==> config.mk <==
export PLATFORM = sky130hd
export DESIGN_NAME = onchip_mem_arbiter
export DESIGN_NICKNAME = d
export VERILOG_FILES = /design/src/rtl/onchip_mem_arbiter.sv
export SDC_FILE = /design/constraint.sdc
export NUM_CORES = 1
export LEC_CHECK = 0
export BUFFER_PORTS_ARGS = -buffer_cell sky130_fd_sc_hd__buf_2
export CELL_PAD_IN_SITES_DETAIL_PLACEMENT = 0
export CELL_PAD_IN_SITES_GLOBAL_PLACEMENT = 1
export CORE_ASPECT_RATIO = 1.4
export CORE_MARGIN = 10
export CORE_UTILIZATION = 15
export DETAILED_ROUTE_END_ITERATION = 16
export PLACE_DENSITY_LB_ADDON = 0.08
export RECOVER_POWER = 50
export SYNTH_ARGS = -nofsm -noshare
export SYNTH_HDL_FRONTEND = slang
export SYNTH_SLANG_ARGS = --single-unit
==> constraint.sdc <==
create_clock -name i_clk -period 1.6 [get_ports i_clk]
set_input_delay 0.24 -clock i_clk [delete_from_list [all_inputs] [get_ports i_clk]]
set_output_delay 0.24 -clock i_clk [all_outputs]
set_load 0.1 [all_outputs]
==> src/rtl/onchip_mem_arbiter.sv <==
// onchip_mem_arbiter
//   Two-master round-robin arbiter in front of a single-port 32-bit on-chip
//   memory with one cycle of read latency. At most one transfer is issued per
//   cycle. The losing master is stalled with waitrequest. Read data is
//   returned to the master that issued the read, qualified by a one-cycle
//   readdatavalid pulse.
//
//   Optional feature, enabled by defining the macro ONCHIP_ARB_RANGE_CHECK_EN:
//   a granted access whose address is >= DEPTH is blocked from the memory and
//   pulses o_range_err. A blocked read still returns readdatavalid with zero
//   data.
//
// Ports
//   i_clk, i_reset              clock, asynchronous active-high reset
//   i_mN_address/byteenable     master N word address and write byte lanes
//   i_mN_read/write/writedata   master N request strobes and write data
//   o_mN_waitrequest            master N request not accepted this cycle
//   o_mN_readdata/readdatavalid master N read return
//   o_mem_*                     memory chip-select/write/address port
//   i_mem_readdata              memory read data, one cycle after address
//   o_range_err                 out-of-range access pulse
module onchip_mem_arbiter #(
  parameter int DEPTH = 51200,
  parameter int AW    = 16
) (
  input  logic          i_clk,
  input  logic          i_reset,
  input  logic [AW-1:0] i_m0_address,
  input  logic [3:0]    i_m0_byteenable,
  input  logic          i_m0_read,
  input  logic          i_m0_write,
  input  logic [31:0]   i_m0_writedata,
  output logic          o_m0_waitrequest,
  output logic [31:0]   o_m0_readdata,
  output logic          o_m0_readdatavalid,
  input  logic [AW-1:0] i_m1_address,
  input  logic [3:0]    i_m1_byteenable,
  input  logic          i_m1_read,
  input  logic          i_m1_write,
  input  logic [31:0]   i_m1_writedata,
  output logic          o_m1_waitrequest,
  output logic [31:0]   o_m1_readdata,
  output logic          o_m1_readdatavalid,
  output logic [AW-1:0] o_mem_address,
  output logic [3:0]    o_mem_byteenable,
  output logic          o_mem_chipselect,
  output logic          o_mem_write,
  output logic [31:0]   o_mem_writedata,
  output logic          o_mem_clken,
  input  logic [31:0]   i_mem_readdata,
  output logic          o_range_err
);

  logic          r_last_grant;
  logic          r_rd_pend;
  logic          r_rd_owner;
  logic          r_rd_zero;

  logic          w_req0;
  logic          w_req1;
  logic          w_grant0;
  logic          w_grant1;
  logic          w_any;
  logic          w_is_write;
  logic          w_oor;
  logic [AW-1:0] w_addr;

  // Requests are masked while reset is held so every output sits at its
  // reset value regardless of what the masters are driving.
  assign w_req0 = !i_reset && (i_m0_read || i_m0_write);
  assign w_req1 = !i_reset && (i_m1_read || i_m1_write);

  // On contention the master that did not win last time is granted.
  assign w_grant0 = w_req0 && (!w_req1 || r_last_grant);
  assign w_grant1 = w_req1 && (!w_req0 || !r_last_grant);
  assign w_any    = w_grant0 || w_grant1;

  // A simultaneous read+write is a write; the read strobe is ignored.
  assign w_is_write = w_grant1 ? i_m1_write : (w_grant0 && i_m0_write);

  // With no grant the memory port shows m0's values; chipselect marks them idle.
  assign w_addr           = w_grant1 ? i_m1_address    : i_m0_address;
  assign o_mem_address    = w_addr;
  assign o_mem_byteenable = w_grant1 ? i_m1_byteenable : i_m0_byteenable;
  assign o_mem_writedata  = w_grant1 ? i_m1_writedata  : i_m0_writedata;
  assign o_mem_clken      = 1'b1;

`ifdef ONCHIP_ARB_RANGE_CHECK_EN
  assign w_oor = w_any && (int'(w_addr) >= DEPTH);
`else
  assign w_oor = 1'b0;
`endif

  assign o_mem_chipselect = w_any && !w_oor;
  assign o_mem_write      = w_is_write && !w_oor;
  assign o_range_err      = w_oor;

  assign o_m0_waitrequest = w_req0 && !w_grant0;
  assign o_m1_waitrequest = w_req1 && !w_grant1;

  // Read data is broadcast to both masters; only readdatavalid tells them apart.
  assign o_m0_readdata      = r_rd_zero ? 32'h0 : i_mem_readdata;
  assign o_m1_readdata      = r_rd_zero ? 32'h0 : i_mem_readdata;
  assign o_m0_readdatavalid = r_rd_pend && !r_rd_owner;
  assign o_m1_readdatavalid = r_rd_pend && r_rd_owner;

  // Round-robin pointer plus the one-deep read return pipeline. Reset clears
  // any pending return so it is never emitted after reset release.
  always_ff @(posedge i_clk or posedge i_reset) begin
    if (i_reset) begin
      r_last_grant <= 1'b1;
      r_rd_pend    <= 1'b0;
      r_rd_owner   <= 1'b0;
      r_rd_zero    <= 1'b0;
    end else begin
      if (w_any) begin
        r_last_grant <= w_grant1;
      end
      r_rd_pend  <= w_any && !w_is_write;
      r_rd_owner <= w_grant1;
      r_rd_zero  <= w_oor;
    end
  end

endmodule

# Word level (Yosys, flattened, before mapping)
# Index checks and enable logic that the tools add are counted.
# Widths: inputs -> output; s select.
totals:
  register_bits: 3
  in_bits: 142
  word_cells: 30
op_classes:
  muxes: 4
  reduce_logical: 23
op_table:
  columns: ["operator", "count"]
  rows:
  - ["$mux 32", 1]
  - ["$mux 16", 1]
  - ["$logic_and 1x1->1", 10]
  - ["$logic_not 1->1", 8]
  - ["$logic_or 1x1->1", 5]
  - ["$mux 4", 1]
  - ["$mux 1", 1]

# Logic depth before layout (Yosys ltp)
logic_depth:
  ltp_word: 9
  ltp_mapped: 5

# Least setup slack after synthesis
# Ideal clock, no wire load.
synth_path:
  kind: "reg2out"
  startpoint: "register r_last_grant"
  endpoint: "output o_mem_write"
  arrival_time_ps: 2743
  t_required_ps: 1360
  slack_ps: -1383
  path_stages_with_launch: 4
  path_cell_list: "dfstp_2 -> nand2b_1 -> a21oi_1 -> nor3_1"
synth_between:
  elab_chain_len: 4
  word_cells_on_any_way: 7
  cone_classes: "mux (1); reduce/logical (6)"
synth_rtl:
  columns: ["item", "line", "rtl"]
  rows:
  - ["start: declaration", "54", "logic r_last_grant;"]
  - ["start signal: assignment", "117", "r_last_grant <= w_grant1;"]
  - ["$logic_or 1x1->1 or $logic_not 1->1 (tied branches)", "74, 75", null]
  - ["$logic_and 1x1->1 or $logic_or 1x1->1 (tied branches)", "74, 75", null]
  - ["$logic_and 1x1->1, on equally long branches", "79, 75", null]
  - ["$mux 1 (*)", "79", "assign w_is_write = w_grant1 ? i_m1_write : (w_grant0 && i_m0_write);"]
  - ["end: declaration", "47", "output logic o_mem_write,"]
# Mark *: on every way between the ends. The rest lies on a longest branch, timed or not.

# Final worst setup path
layout_path:
  startpoint: "register r_last_grant"
  endpoint: "output o_mem_address[2]"
layout_between:
  elab_chain_len: 4
layout_rtl:
  columns: ["item", "line", "rtl"]
  rows:
  - ["$logic_not 1->1", "75", "assign w_grant1 = w_req1 && (!w_req0 || !r_last_grant);"]
  - ["$logic_or 1x1->1", "75", null]
  - ["$logic_and 1x1->1", "75", null]
  - ["$mux 16", "82", "assign w_addr = w_grant1 ? i_m1_address : i_m0_address;"]
  - ["end: declaration", "44", "output logic [AW-1:0] o_mem_address,"]
# Every way passes these cells.

==> impl_metrics.ini <==
[setup_path]
cpMostUsedCell = buf_12
r2r_slack_ns = 0.20
critPathSlowestCell = dfstp_2
regToRegEndpoint = r_rd_pend$_DFF_PP0_
cp_data_required_time_ns = 1.36
crit_path_start_kind = register
cp-end-kind = output port
r2r_start = r_last_grant$_DFFE_PP1P_
critPathMaxStageDelay_ns = 0.55
cp_top_family = flip-flops
criticalPathCategory = register to output port
reg2regPathDepth = 6
crit_arrival_ns = 1.69
cp_cell_sequence = o21ai_4, nand2b_4, buf_12, mux2_4, buf_12
cp.buffers_inverters = 2
path_max_fanout = 19

[finish]
utilization_pct = 30.3
nFillCells = 1076
n_antenna_cell = 0
multi_input_area_um2 = 971
ff_latch_area_um2 = 76.3
drive_gt1_share_pct = 94.3
nets = 408
syn2layout_area_growth_pct = 97.3

[sta]
setup_viol = 55
skew_ns = 0.00151
slew_violations = 0
max_freq_mhz = 518
fin_ws_ns = -0.332
hold_violations = 0
period_needed_ns = 1.93
rsz0062_at_grt = yes
period_share_pct = 121

[clocking]
numCtsBuffers = 3
cts_tree = built
clk_pin_slew_worst_paths_ns = 0.03
cts_max_level = 1
clk_path_buf_depth = 2
root_buffer = clkbuf_16
clk_latency_ns = 0.22
clock_sinks = 3

[global_routing]
globalRouteTotalUtil_pct = 7.97
gr-total-overflow = 0
grt_pass1_wl_mm = 9.56
grt_pass1_vias = 1541
antenna_found_initial = 0
grt_max_degree = 20

[status]
status = finished, violations left
failed_checks = negative setup slack

[logic_synthesis]
syn_nets = 290
synthCells = 148
synth_seq_cells = 3
yosys.area.top_type = mux2_4
yosys-top-cells-count = buf_4, mux2_4, buf_12, mux2_2, nor2_1
yosysSeqAreaShare_pct = 4.78
syn_area_per_cell_um2 = 10.8
yosys.cell_types.count = 20
synth-async-reset-ratio_pct = 100
synth-edff-count = 0
synth_top_flop_cell = dfrtp_1
synth_most_common_cell = buf_4
synthTopCellsByArea = mux2_4, buf_4, buf_12, dfrtp_1, mux2_2
synth_top_cell_area_share_pct = 46.1
synth_area_um2 = 1600
yosys_warnings = 0

[floorplan]
ios = 266
start_util_pct = 15.3
die_area_um2 = 15200
dieWidth_um = 107
die_h_um = 142
core.rowCount = 44
core_area_um2 = 10400

[placed_design]
gp_congestion = 0.724
place.detailed.hpwl_mm = 6.33
io_buffers = 167

[detailed_routing]
routed_wl_mm = 6.73
initialDrtViolationCount = 6
num_vias = 1411
post_drt_via_cell_ratio = 3.50
wl_per_cell_um = 16.7
drc = 0
route.antenna.remaining_nets = 0
dr.pass1.iters = 3

[power_and_ir_drop]
powerDensity_nw_per_um2 = 950
totalPowerFinal_uw = 2990
vdd_drop_max_uv = 639
leakage_uw = 0.00168

[min_path]
hp-class = primary input to async pin

[job]
maxCapViolCount = 0
timing repair:
item | CTS | global route
pin swaps | 2 | 3
setup endpoints to repair | 53 | 54
gates resized for setup | 6 | 4
hold buffers | 0 | 0
buffers inserted | 3 | 3
gates cloned | 0 | 0
cell usage in the layout (no fill, tap or decap), types with 3 or more instances in the layout:
cell,n
buf_6,4
buf_2,111
buf_12,58
clkbuf_16,3
buf_4,10
clkbuf_1,3
mux2_4,52
per-stage QoR:
stage	instances	TNS, ns	hold WS [ns]	setup WS, ns	instance area (um^2)
global route	403	-18.84	0.149	-0.376	3150
finish	403	-16.28	0.0841	-0.332	3150
CTS	400	-16.21	0.0462	-0.331	3110
global placement	393	-2.82	0.279	-0.0753	2980
floorplan	148	-4.70	-0.00708	-0.536	1630
detailed placement	393	-3.81	0.274	-0.0958	2980
power by group:
part / internal [uW] / switching (uW) / total (uW)
clock: 329 / 65.6 / 394
sequential: 90.2 / 8.26 / 98.5
combinational: 999 / 1500 / 2500
total: 1420 / 1570 / 2990
cell type report:
cell class,count,share of cell area [%]
clock buffers,4,2.50
repair buffers,185,58.5
well taps,138,5.48
multi-input cells,71,30.8
inverters,2,0.238
flip-flops and latches,3,2.42
worst max path at each step:
stage | endpoint | cells past startpoint | slack (ns) | startpoint
detailed placement | o_mem_address[2] | 5 | -0.1 | r_last_grant$_DFFE_PP1P_
global placement | o_mem_address[4] | 5 | -0.08 | r_last_grant$_DFFE_PP1P_
floorplan | o_mem_write | 3 | -0.54 | r_last_grant$_DFFE_PP1P_
CTS | o_mem_address[2] | 5 | -0.33 | r_last_grant$_DFFE_PP1P_
global route | o_mem_address[4] | 5 | -0.38 | r_last_grant$_DFFE_PP1P_
finish | o_mem_address[2] | 5 | -0.33 | r_last_grant$_DFFE_PP1P_
flip-flops by register name (all words and copies together), names as in the netlist:
signal / count
r_rd_owner: 1
r_rd_pend: 1
r_last_grant: 1
cells by family after synthesis:
family                 count (synthesis)  synth area share, %
buffers and inverters                 74                 39.0
muxes                                 52                 48.2
and+or+nand+nor                       10                 3.92
AOI/OAI and AO/OA                      7                 3.61
DFF                                    3                 4.78
other                                  2                0.470
tightest hold or removal path, cell delays in order:
cell and delay [ns]:
clkbuf_1 0.09, clkbuf_1 0.17, inv_1 0.14
per-layer routing:
layer	GRT usage [%]	up-vias	part of all wire, %	routed length, um
met1	7.64	610	34	2280
met3	4.49	11	13	874
met4	1.36	0	0.59	40
met5	0	-	0	0
li1	-	664	-	-
met2	14.6	126	53	3530
Note: power is estimated with default switching activity, not from simulation.
